<file path="config.mk">
export PLATFORM = sky130hd
export DESIGN_NAME = snake_step_sequencer
export DESIGN_NICKNAME = d
export VERILOG_FILES = /design/src/rtl/snake_step_sequencer.sv
export SDC_FILE = /design/constraint.sdc
export NUM_CORES = 1
export LEC_CHECK = 0
export CORE_ASPECT_RATIO = 1.4
export CORE_MARGIN = 2
export CORE_UTILIZATION = 35
export CTS_CLUSTER_DIAMETER = 150
export DETAILED_ROUTE_END_ITERATION = 16
export HOLD_SLACK_MARGIN = 0.15
export PLACE_DENSITY_LB_ADDON = 0.3
export SLEW_MARGIN = 20
export SYNTH_ARGS = -nofsm -noshare
export SYNTH_HDL_FRONTEND = slang
export SYNTH_SLANG_ARGS = --single-unit
export TNS_END_PERCENT = 5
</file>
<file path="constraint.sdc">
create_clock -name clock -period 3 [get_ports clock]
set_input_delay 0.6 -clock clock [delete_from_list [all_inputs] [get_ports clock]]
set_output_delay 0.6 -clock clock [all_outputs]
set_load 0.005 [all_outputs]
</file>
<file path="src/rtl/snake_step_sequencer.sv">
// Game-step scheduler: paces game steps, sweeps bitNum over every snake segment head-first,
// commits the player direction once per step, tracks snake length and stops on gameOver.
module snake_step_sequencer #(
  parameter int TICK_DIV = 2500000,
  parameter int INIT_LEN = 3,
  parameter int MAX_LEN  = 64
) (
  input  logic        clock,
  input  logic        reset,
  input  logic        start,
  input  logic        pause,
  input  logic        btnUp,
  input  logic        btnDown,
  input  logic        btnLeft,
  input  logic        btnRight,
  input  logic        grow,
  input  logic        gameOver,
  output logic [19:0] bitNum,
  output logic        segValid,
  output logic        stepDone,
  output logic        Up,
  output logic        Down,
  output logic        Left,
  output logic        Right,
  output logic [19:0] snakeLen,
  output logic        running
);

  localparam int CNT_W = (TICK_DIV > 2) ? $clog2(TICK_DIV) : 1;
  localparam logic [CNT_W-1:0] CNT_LAST = CNT_W'(TICK_DIV - 1);

  typedef enum logic [1:0] {IDLE, WAIT, SWEEP, DEAD} stateT;

  stateT            state, stateNext;
  logic [CNT_W-1:0] cnt, cntNext;
  logic [3:0]       dir, dirNext, pendDir, pendDirNext;
  logic             growPend, growPendNext;
  logic [19:0]      bitNumNext, lenNext;
  logic             segValidNext, stepDoneNext;
  logic [3:0]       btnVec;
  logic             btnAccept, lastSeg;

  // Direction vectors are {Up, Down, Left, Right}; the opposite swaps within each axis.
  function automatic logic [3:0] oppositeDir(input logic [3:0] d);
    return {d[2], d[3], d[0], d[1]};
  endfunction

  function automatic logic isOneHot(input logic [3:0] v);
    return (v != 4'd0) && ((v & (v - 4'd1)) == 4'd0);
  endfunction

  assign btnVec    = {btnUp, btnDown, btnLeft, btnRight};
  assign btnAccept = isOneHot(btnVec) && (btnVec != oppositeDir(dir));
  assign lastSeg   = (bitNum == snakeLen - 20'd1);

  always_comb begin
    stateNext    = state;
    cntNext      = cnt;
    dirNext      = dir;
    pendDirNext  = pendDir;
    growPendNext = growPend;
    bitNumNext   = bitNum;
    segValidNext = segValid;
    stepDoneNext = 1'b0;
    lenNext      = snakeLen;

    if (btnAccept) pendDirNext = btnVec;
    if ((state == WAIT || state == SWEEP) && grow) growPendNext = 1'b1;

    case (state)
      IDLE: begin
        if (start) begin
          stateNext = WAIT;
          cntNext   = '0;
        end
      end
      WAIT: begin
        if (!pause) begin
          if (cnt == CNT_LAST) begin
            stateNext    = SWEEP;
            cntNext      = '0;
            dirNext      = pendDir;
            bitNumNext   = 20'd0;
            segValidNext = 1'b1;
          end else begin
            cntNext = cnt + CNT_W'(1);
          end
        end
      end
      SWEEP: begin
        // A collision ends the game immediately: no step completion and no growth.
        if (gameOver) begin
          stateNext    = DEAD;
          bitNumNext   = 20'd0;
          segValidNext = 1'b0;
        end else if (lastSeg) begin
          stateNext    = WAIT;
          cntNext      = '0;
          bitNumNext   = 20'd0;
          segValidNext = 1'b0;
          stepDoneNext = 1'b1;
          growPendNext = 1'b0;
          if ((growPend || grow) && (snakeLen < 20'(MAX_LEN))) lenNext = snakeLen + 20'd1;
        end else begin
          bitNumNext = bitNum + 20'd1;
        end
      end
      DEAD: begin
        if (start) begin
          stateNext    = WAIT;
          cntNext      = '0;
          lenNext      = 20'(INIT_LEN);
          dirNext      = 4'd0;
          pendDirNext  = 4'd0;
          growPendNext = 1'b0;
        end
      end
      default: stateNext = IDLE;
    endcase
  end

  always_ff @(posedge clock) begin
    if (reset) begin
      state    <= IDLE;
      cnt      <= '0;
      dir      <= 4'd0;
      pendDir  <= 4'd0;
      growPend <= 1'b0;
      bitNum   <= 20'd0;
      segValid <= 1'b0;
      stepDone <= 1'b0;
      snakeLen <= 20'(INIT_LEN);
    end else begin
      state    <= stateNext;
      cnt      <= cntNext;
      dir      <= dirNext;
      pendDir  <= pendDirNext;
      growPend <= growPendNext;
      bitNum   <= bitNumNext;
      segValid <= segValidNext;
      stepDone <= stepDoneNext;
      snakeLen <= lenNext;
    end
  end

  assign {Up, Down, Left, Right} = dir;
  assign running = (state == WAIT) || (state == SWEEP);

endmodule

</file>
==> results of run 1 <==
-- cell type report --
class	instances	area [µm²]
Clock inverter	7	76.32
Timing Repair Buffer	101	923.4
Sequential cell	75	1501
Multi-Input combinational cell	429	2851
Fill cell	1186	6528
Inverter	21	78.83
Clock buffer	9	225.2
Tap cell	150	187.7
-- state kept, by name, summed over array words and instances (netlist names) --
register  count
state         2
bitNum       20
growPend      1
cnt          22
pendDir       4
segValid      1
snakeLen     20
dir           4
stepDone      1
-- cells by family (layout without fill, tap and decap cells) --
kind of cell	after synthesis	count (layout)	synth area share (%)
compound gates	112	113	16.62
flops	75	75	33.70
simple gates	254	254	31.76
buf+inv	50	138	4.886
fa+ha+maj	8	8	2.247
mux	6	6	1.348
xor+xnor	48	48	9.436
-- power by group --
group | internal (mW) | total [mW] | switching, mW
clock network | 0.648 | 1.10 | 0.453
logic | 0.548 | 1.36 | 0.811
registers | 1.06 | 1.12 | 0.0582
total | 2.26 | 3.58 | 1.32
-- per-layer routing --
metal / wire length [µm] / share of wire (%) / GRT usage (%)
met1: 5236 / 41 / 19.97
met2: 6692 / 52 / 34.46
met3: 631 / 4.9 / 3.247
met4: 368 / 2.8 / 9.589
met5: 0 / 0 / 0
-- worst paths after layout --
path,start,to,slack [ns]
hold / removal,dir[1],dir[1],0.49
setup / recovery,snakeLen[8],bitNum[15],0.08
setup reg to reg,snakeLen[8],bitNum[15],0.08
hold reg to reg,dir[1],dir[1],0.49
-- worst min-delay path: stages (launching register included) --
cell and delay (ns):
dfxtp_1 0.33, nand2_1 0.06, a21oi_1 0.05
-- per-stage QoR --
| step | std cells | util, % | TNS [ns] |
|---|---|---|---|
| after floorplan | 553 | - | 0 |
| after global routing | 792 | 47.24 | -1.330 |
| after CTS | 788 | 46.29 | 0 |
| final | 792 | 47.24 | 0 |
| after detailed placement | 772 | 43.73 | -0.03559 |
| after global placement | 772 | 43.73 | -0.001966 |
-- what timing repair did --
| item | CTS | global route |
|---|---|---|
| cloned | 0 | 1 |
| pin swaps | 0 | 4 |
| endpoints found under the setup margin | 3 | 62 |
| gates resized for setup | 2 | 14 |
| buffers inserted | 0 | 3 |
-- cells in the final DEF (no fill, tap or decap), types with 8 or more instances in the layout --
| master | n |
|---|---|
| nand3_1 | 31 |
| nand4_1 | 17 |
| and3_1 | 15 |
| nor2_1 | 61 |
| xnor2_1 | 21 |
| xor2_1 | 27 |
| clkbuf_16 | 9 |
| o31ai_1 | 8 |
| or3_1 | 15 |
| nand2_1 | 39 |
| a31oi_1 | 8 |
| nor3_1 | 13 |
| buf_4 | 43 |
| inv_1 | 21 |
| a21oi_1 | 33 |
| clkdlybuf4s50_1 | 56 |
| or4_1 | 9 |
| dfxtp_1 | 75 |
| o21ai_0 | 25 |
==> results_dict.tcl, run 1 <==
set metrics [dict create \
    status "completed" \
    critPathKind "flop to flop" \
    arrival_ns 3.16 \
    area_growth_pct 31.17 \
    worstPathMaxFanout 20 \
    dr_total_vias 4503 \
    max-vdd-ir-drop_v 0.0004350 \
    first_global_vias 4281 \
    crit_cells 10 \
    diodes 0 \
    hold_buffers 0 \
    max_stage_delay_ns 0.60 \
    synth_most_common_cell "dfxtp_1" \
    fin_worst_skew_ns 0.008778 \
    dp_hpwl_um 9744 \
    htree_levels 3 \
    layout_min_cycle_time_ns 2.920 \
    grt_max_degree 21 \
    p_per_area_mw_per_mm2 612.1 \
    hold_viol 0 \
    grt_use_total_pct 18.57 \
    final_max_slew_viol_count 0 \
    path_buf_inv 2 \
    crit_family "simple AND/OR/NAND/NOR gates" \
    clk_latency_ns 0.35 \
    dpl_cell_area_mm2 0.005410 \
    cts_buffer_depth 2 \
    tightest_slew_ns 0.6107 \
    cts_tree "done" \
    synthTopCellsByArea "dfxtp_1, xor2_1, nor2_1" \
    remaining_drc_errors 0 \
    finalPower_mw 3.577 \
    start_util_pct 36.01 \
    synth.cells.most_frequent "dfxtp_1, nor2_1, nand2_1" \
    die_area_mm2 0.01366 \
    avgSynthCellArea_um2 8.057 \
    ys_ff_latch 75 \
    grt_overflow 0 \
    ys_seq_area_share_pct 33.70 \
    crit_slowest_cell "or4_4" \
    maxCapViolations 0 \
    die_h_um 137.5 \
    numPortBuffers 56 \
    p_leak_nw 2.102 \
    core-area_mm2 0.01237 \
    cts_root_buf "clkbuf_16" \
    yosysUniqueCellTypes 60 \
    start_kind "flop" \
    hold_ws_ns 0.4880 \
    num_rows 48 \
    wl_um 12930 \
    syn_area_mm2 0.004456 \
    ys.flop_type "dfxtp_1" \
    dr.pass1.iters 5 \
    drive_above_1_share_pct 13.55 \
    yosysWarnings 0 \
    yosysTopAreaCell "dfxtp_1" \
    path_cells "or4_4 > nor4_4 > xnor2_1 > and3_1 > and4b_2 > buf_4 > a21oi_1 > o31ai_2 > buf_12 > nor2_1" \
    syn-instance-count 553 \
    relSlewSlack_pct 58.75 \
    crit_path_end_kind "flop" \
    finalCritPeriodShare_pct 97.33 \
    rr_worst_depth 10 \
    layout_setup_ws_ns 0.08014 \
    via_per_inst 5.686 \
    grt_pass1_wl_um 20250 \
    timing.fmax_ghz 0.3425 \
    path_clk_slew_ns 0.06 \
    dp_slack_ns -0.03559 \
    clock_sinks 75 \
    syn-num-nets 571 \
    worstHoldPathCells 2 \
    ios 57 \
    nets 655 \
    wl_per_cell_um 16.32 \
    drt_iter0_markers 208 \
    antenna_left 0 \
    synth_edf_count 0 \
    min_path_type "flop to flop" \
    setup_violations 0 \
    async_flop_share_pct 0 \
    antenna_found_initial 0 \
    synth_top_area_share_pct 33.70 \
    design_area_mm2 0.005844 \
    place.gp.congestion 0.8930 \
    cts_buffers 9 \
    die_w_um 99.36 \
    crit_required_ns 3.24 \
]
No activity file was read; power rests on OpenSTA's default activity.
==> inputs of run 2 (changes only) <==
- CTS_BUF_LIST: not set -> sky130_fd_sc_hd__clkbuf_4 sky130_fd_sc_hd__clkbuf_8 sky130_fd_sc_hd__clkbuf_16
==> results of run 2 <==
The final DEF is identical to that of run 1; final timing and power are the same.
==> inputs of run 3 (changes only) <==
- CELL_PAD_IN_SITES_DETAIL_PLACEMENT: not set -> 1
- CELL_PAD_IN_SITES_GLOBAL_PLACEMENT: not set -> 1
- REMOVE_ABC_BUFFERS: not set -> 1
- SLEW_MARGIN: 20 -> 10
==> results_dict.tcl, run 3 (synthesized netlist as in run 1, its figures left out) <==
set metrics [dict create \
    status "completed" \
    layout_min_cycle_time_ns 2.958 \
    cts_root_buf "clkbuf_16" \
    antenna_left 0 \
    antenna_found_initial 0 \
    via_per_inst 5.823 \
    die_h_um 137.5 \
    finalCritPeriodShare_pct 98.58 \
    fin_setup_tns_ns 0 \
    maxCapViolations 0 \
    fillerInstances 1500 \
    core-area_mm2 0.01237 \
    drive_above_1_share_pct 14.57 \
    reg.largest.list "cnt: 22 flops, bitNum: 20 flops, snakeLen: 20 flops" \
    timing.fmax_ghz 0.3381 \
    first_global_vias 4824 \
    place.gp.congestion 0.8878 \
    clk_latency_ns 0.34 \
    grt_pass1_wl_um 24040 \
    hold_viol 0 \
    cts_buffer_depth 2 \
    arrival_ns 3.19 \
    nets 666 \
    area_growth_pct 32.86 \
    crit_slowest_cell "or4_4" \
    remaining_drc_errors 0 \
    path_clk_slew_ns 0.06 \
    regMostFlops "cnt" \
    relSlewSlack_pct 58.38 \
    path_cells "or4_4 > nor4_4 > mux2i_1 > o211a_4 > nor2_8 > buf_4 > a31o_2 > buf_4 > a31oi_1 > o21a_1" \
    dr_total_vias 4670 \
    htree_levels 3 \
    clock_sinks 75 \
    grt_overflow 0 \
    final_max_slew_viol_count 0 \
    start_util_pct 36.01 \
    crit_required_ns 3.24 \
    grt_use_total_pct 21.97 \
    setup_violations 0 \
    critPathKind "flop to flop" \
    diodes 0 \
    rsz0062_at_grt "yes" \
    max_stage_delay_ns 0.63 \
    dp_hpwl_um 11080 \
    crit_family "simple AND/OR/NAND/NOR gates" \
    wl_per_cell_um 18.50 \
    cts_tree "done" \
    die_area_mm2 0.01366 \
    ios 57 \
    tightest_slew_ns 0.6162 \
    grt_max_degree 21 \
    min_path_type "flop to flop" \
    p_leak_nw 2.180 \
    finalPower_mw 3.725 \
    final_cell_mix "dfxtp_1, nor2_1, clkdlybuf4s50_1" \
    crit_path_end_kind "flop" \
    crit_path_frequent_cell "buf_4" \
    dr.pass1.iters 4 \
    final_common_cell "dfxtp_1" \
    largest_reg_flops 22 \
    max-vdd-ir-drop_v 0.0003237 \
    num_rows 48 \
    die_w_um 99.36 \
    wl_um 14840 \
    fin_worst_skew_ns 0.006774 \
    start_kind "flop" \
    drt_iter0_markers 149 \
    worstPathMaxFanout 7 \
    numPortBuffers 56 \
    p_per_area_mw_per_mm2 629.3 \
    cts_buffers 9 \
    path_buf_inv 2 \
]
==> run 3: changes by cell type in the layout (fill, tap and decap cells not counted), moves of 2 or more <==
| cell | before | now |
|---|---|---|
| buf_6 | 0 | 3 |
| buf_4 | 43 | 51 |
| clkbuf_8 | 0 | 2 |
| clkinvlp_4 | 2 | 0 |
| clkbuf_4 | 0 | 2 |
| nor4_2 | 1 | 3 |
| clkinv_4 | 2 | 0 |
==> run 3: final timing paths <==
check | slack (ns) | depth (start not counted) | end | start
worst max register to register | 0.04 | 10 | snakeLen[5] | snakeLen[7]
worst min-delay path | 0.48 | 2 | dir[0] | dir[0]
worst min register to register | 0.48 | 2 | dir[0] | dir[0]
worst max-delay path | 0.04 | 10 | snakeLen[5] | snakeLen[7]
==> run 3: per-layer routing <==
layer	part of all wire [%]	vias to the layer above	global-route usage, %
met5	0	-	0
li1	-	2219	-
met4	3.8	0	9.665
met3	2.8	39	3.501
met1	41	2322	24.62
met2	52	90	40.65
==> run 3: worst reg2reg max path: stages (launching register included) <==
cell and delay (ns):
dfxtp_1 0.34, or4_4 0.63, nor4_4 0.40, mux2i_1 0.14
o211a_4 0.29, nor2_8 0.16, buf_4 0.17, a31o_2 0.26
buf_4 0.19, a31oi_1 0.10, o21a_1 0.19
==> run 3: through the flow <==
stage | hold slack, ns | cell area [µm²] | worst slack, ns | util (%) | instances
after floorplan | 0.4589 | 4317 | -0.5673 | - | 524
after global placement | 0.4759 | 5485 | -0.009119 | 44.34 | 782
after detailed placement | 0.4796 | 5485 | -0.07971 | 44.34 | 782
after CTS | 0.4874 | 5811 | -0.07226 | 46.97 | 798
after global routing | 0.5071 | 5919 | -0.07505 | 47.85 | 802
final | 0.4835 | 5919 | 0.04246 | 47.85 | 802
==> run 3: what timing repair did <==
action | in CTS | in global routing
gates cloned | 1 | 0
resized for setup | 2 | 15
endpoints found under the hold margin | 0 | 0
pin swaps | 1 | 6
buffers inserted | 0 | 4
endpoints found under the setup margin | 23 | 63
hold buffers | 0 | 0
==> run 3: final cells by class <==
type / count / area [µm²] / area share, %
flip-flops and latches: 75 / 1501 / 25.36
well taps: 150 / 187.7 / 3.171
clock inverters: 2 / 35.03 / 0.5918
clock buffers: 13 / 267.8 / 4.523
multi-input cells: 429 / 2831 / 47.83
inverters: 21 / 78.83 / 1.332
repair buffers: 112 / 1017 / 17.18
==> run 3: where the power goes <==
group          internal [mW]  switching, mW
sequential              1.06         0.0586
combinational          0.602          0.877
clock                  0.703          0.424
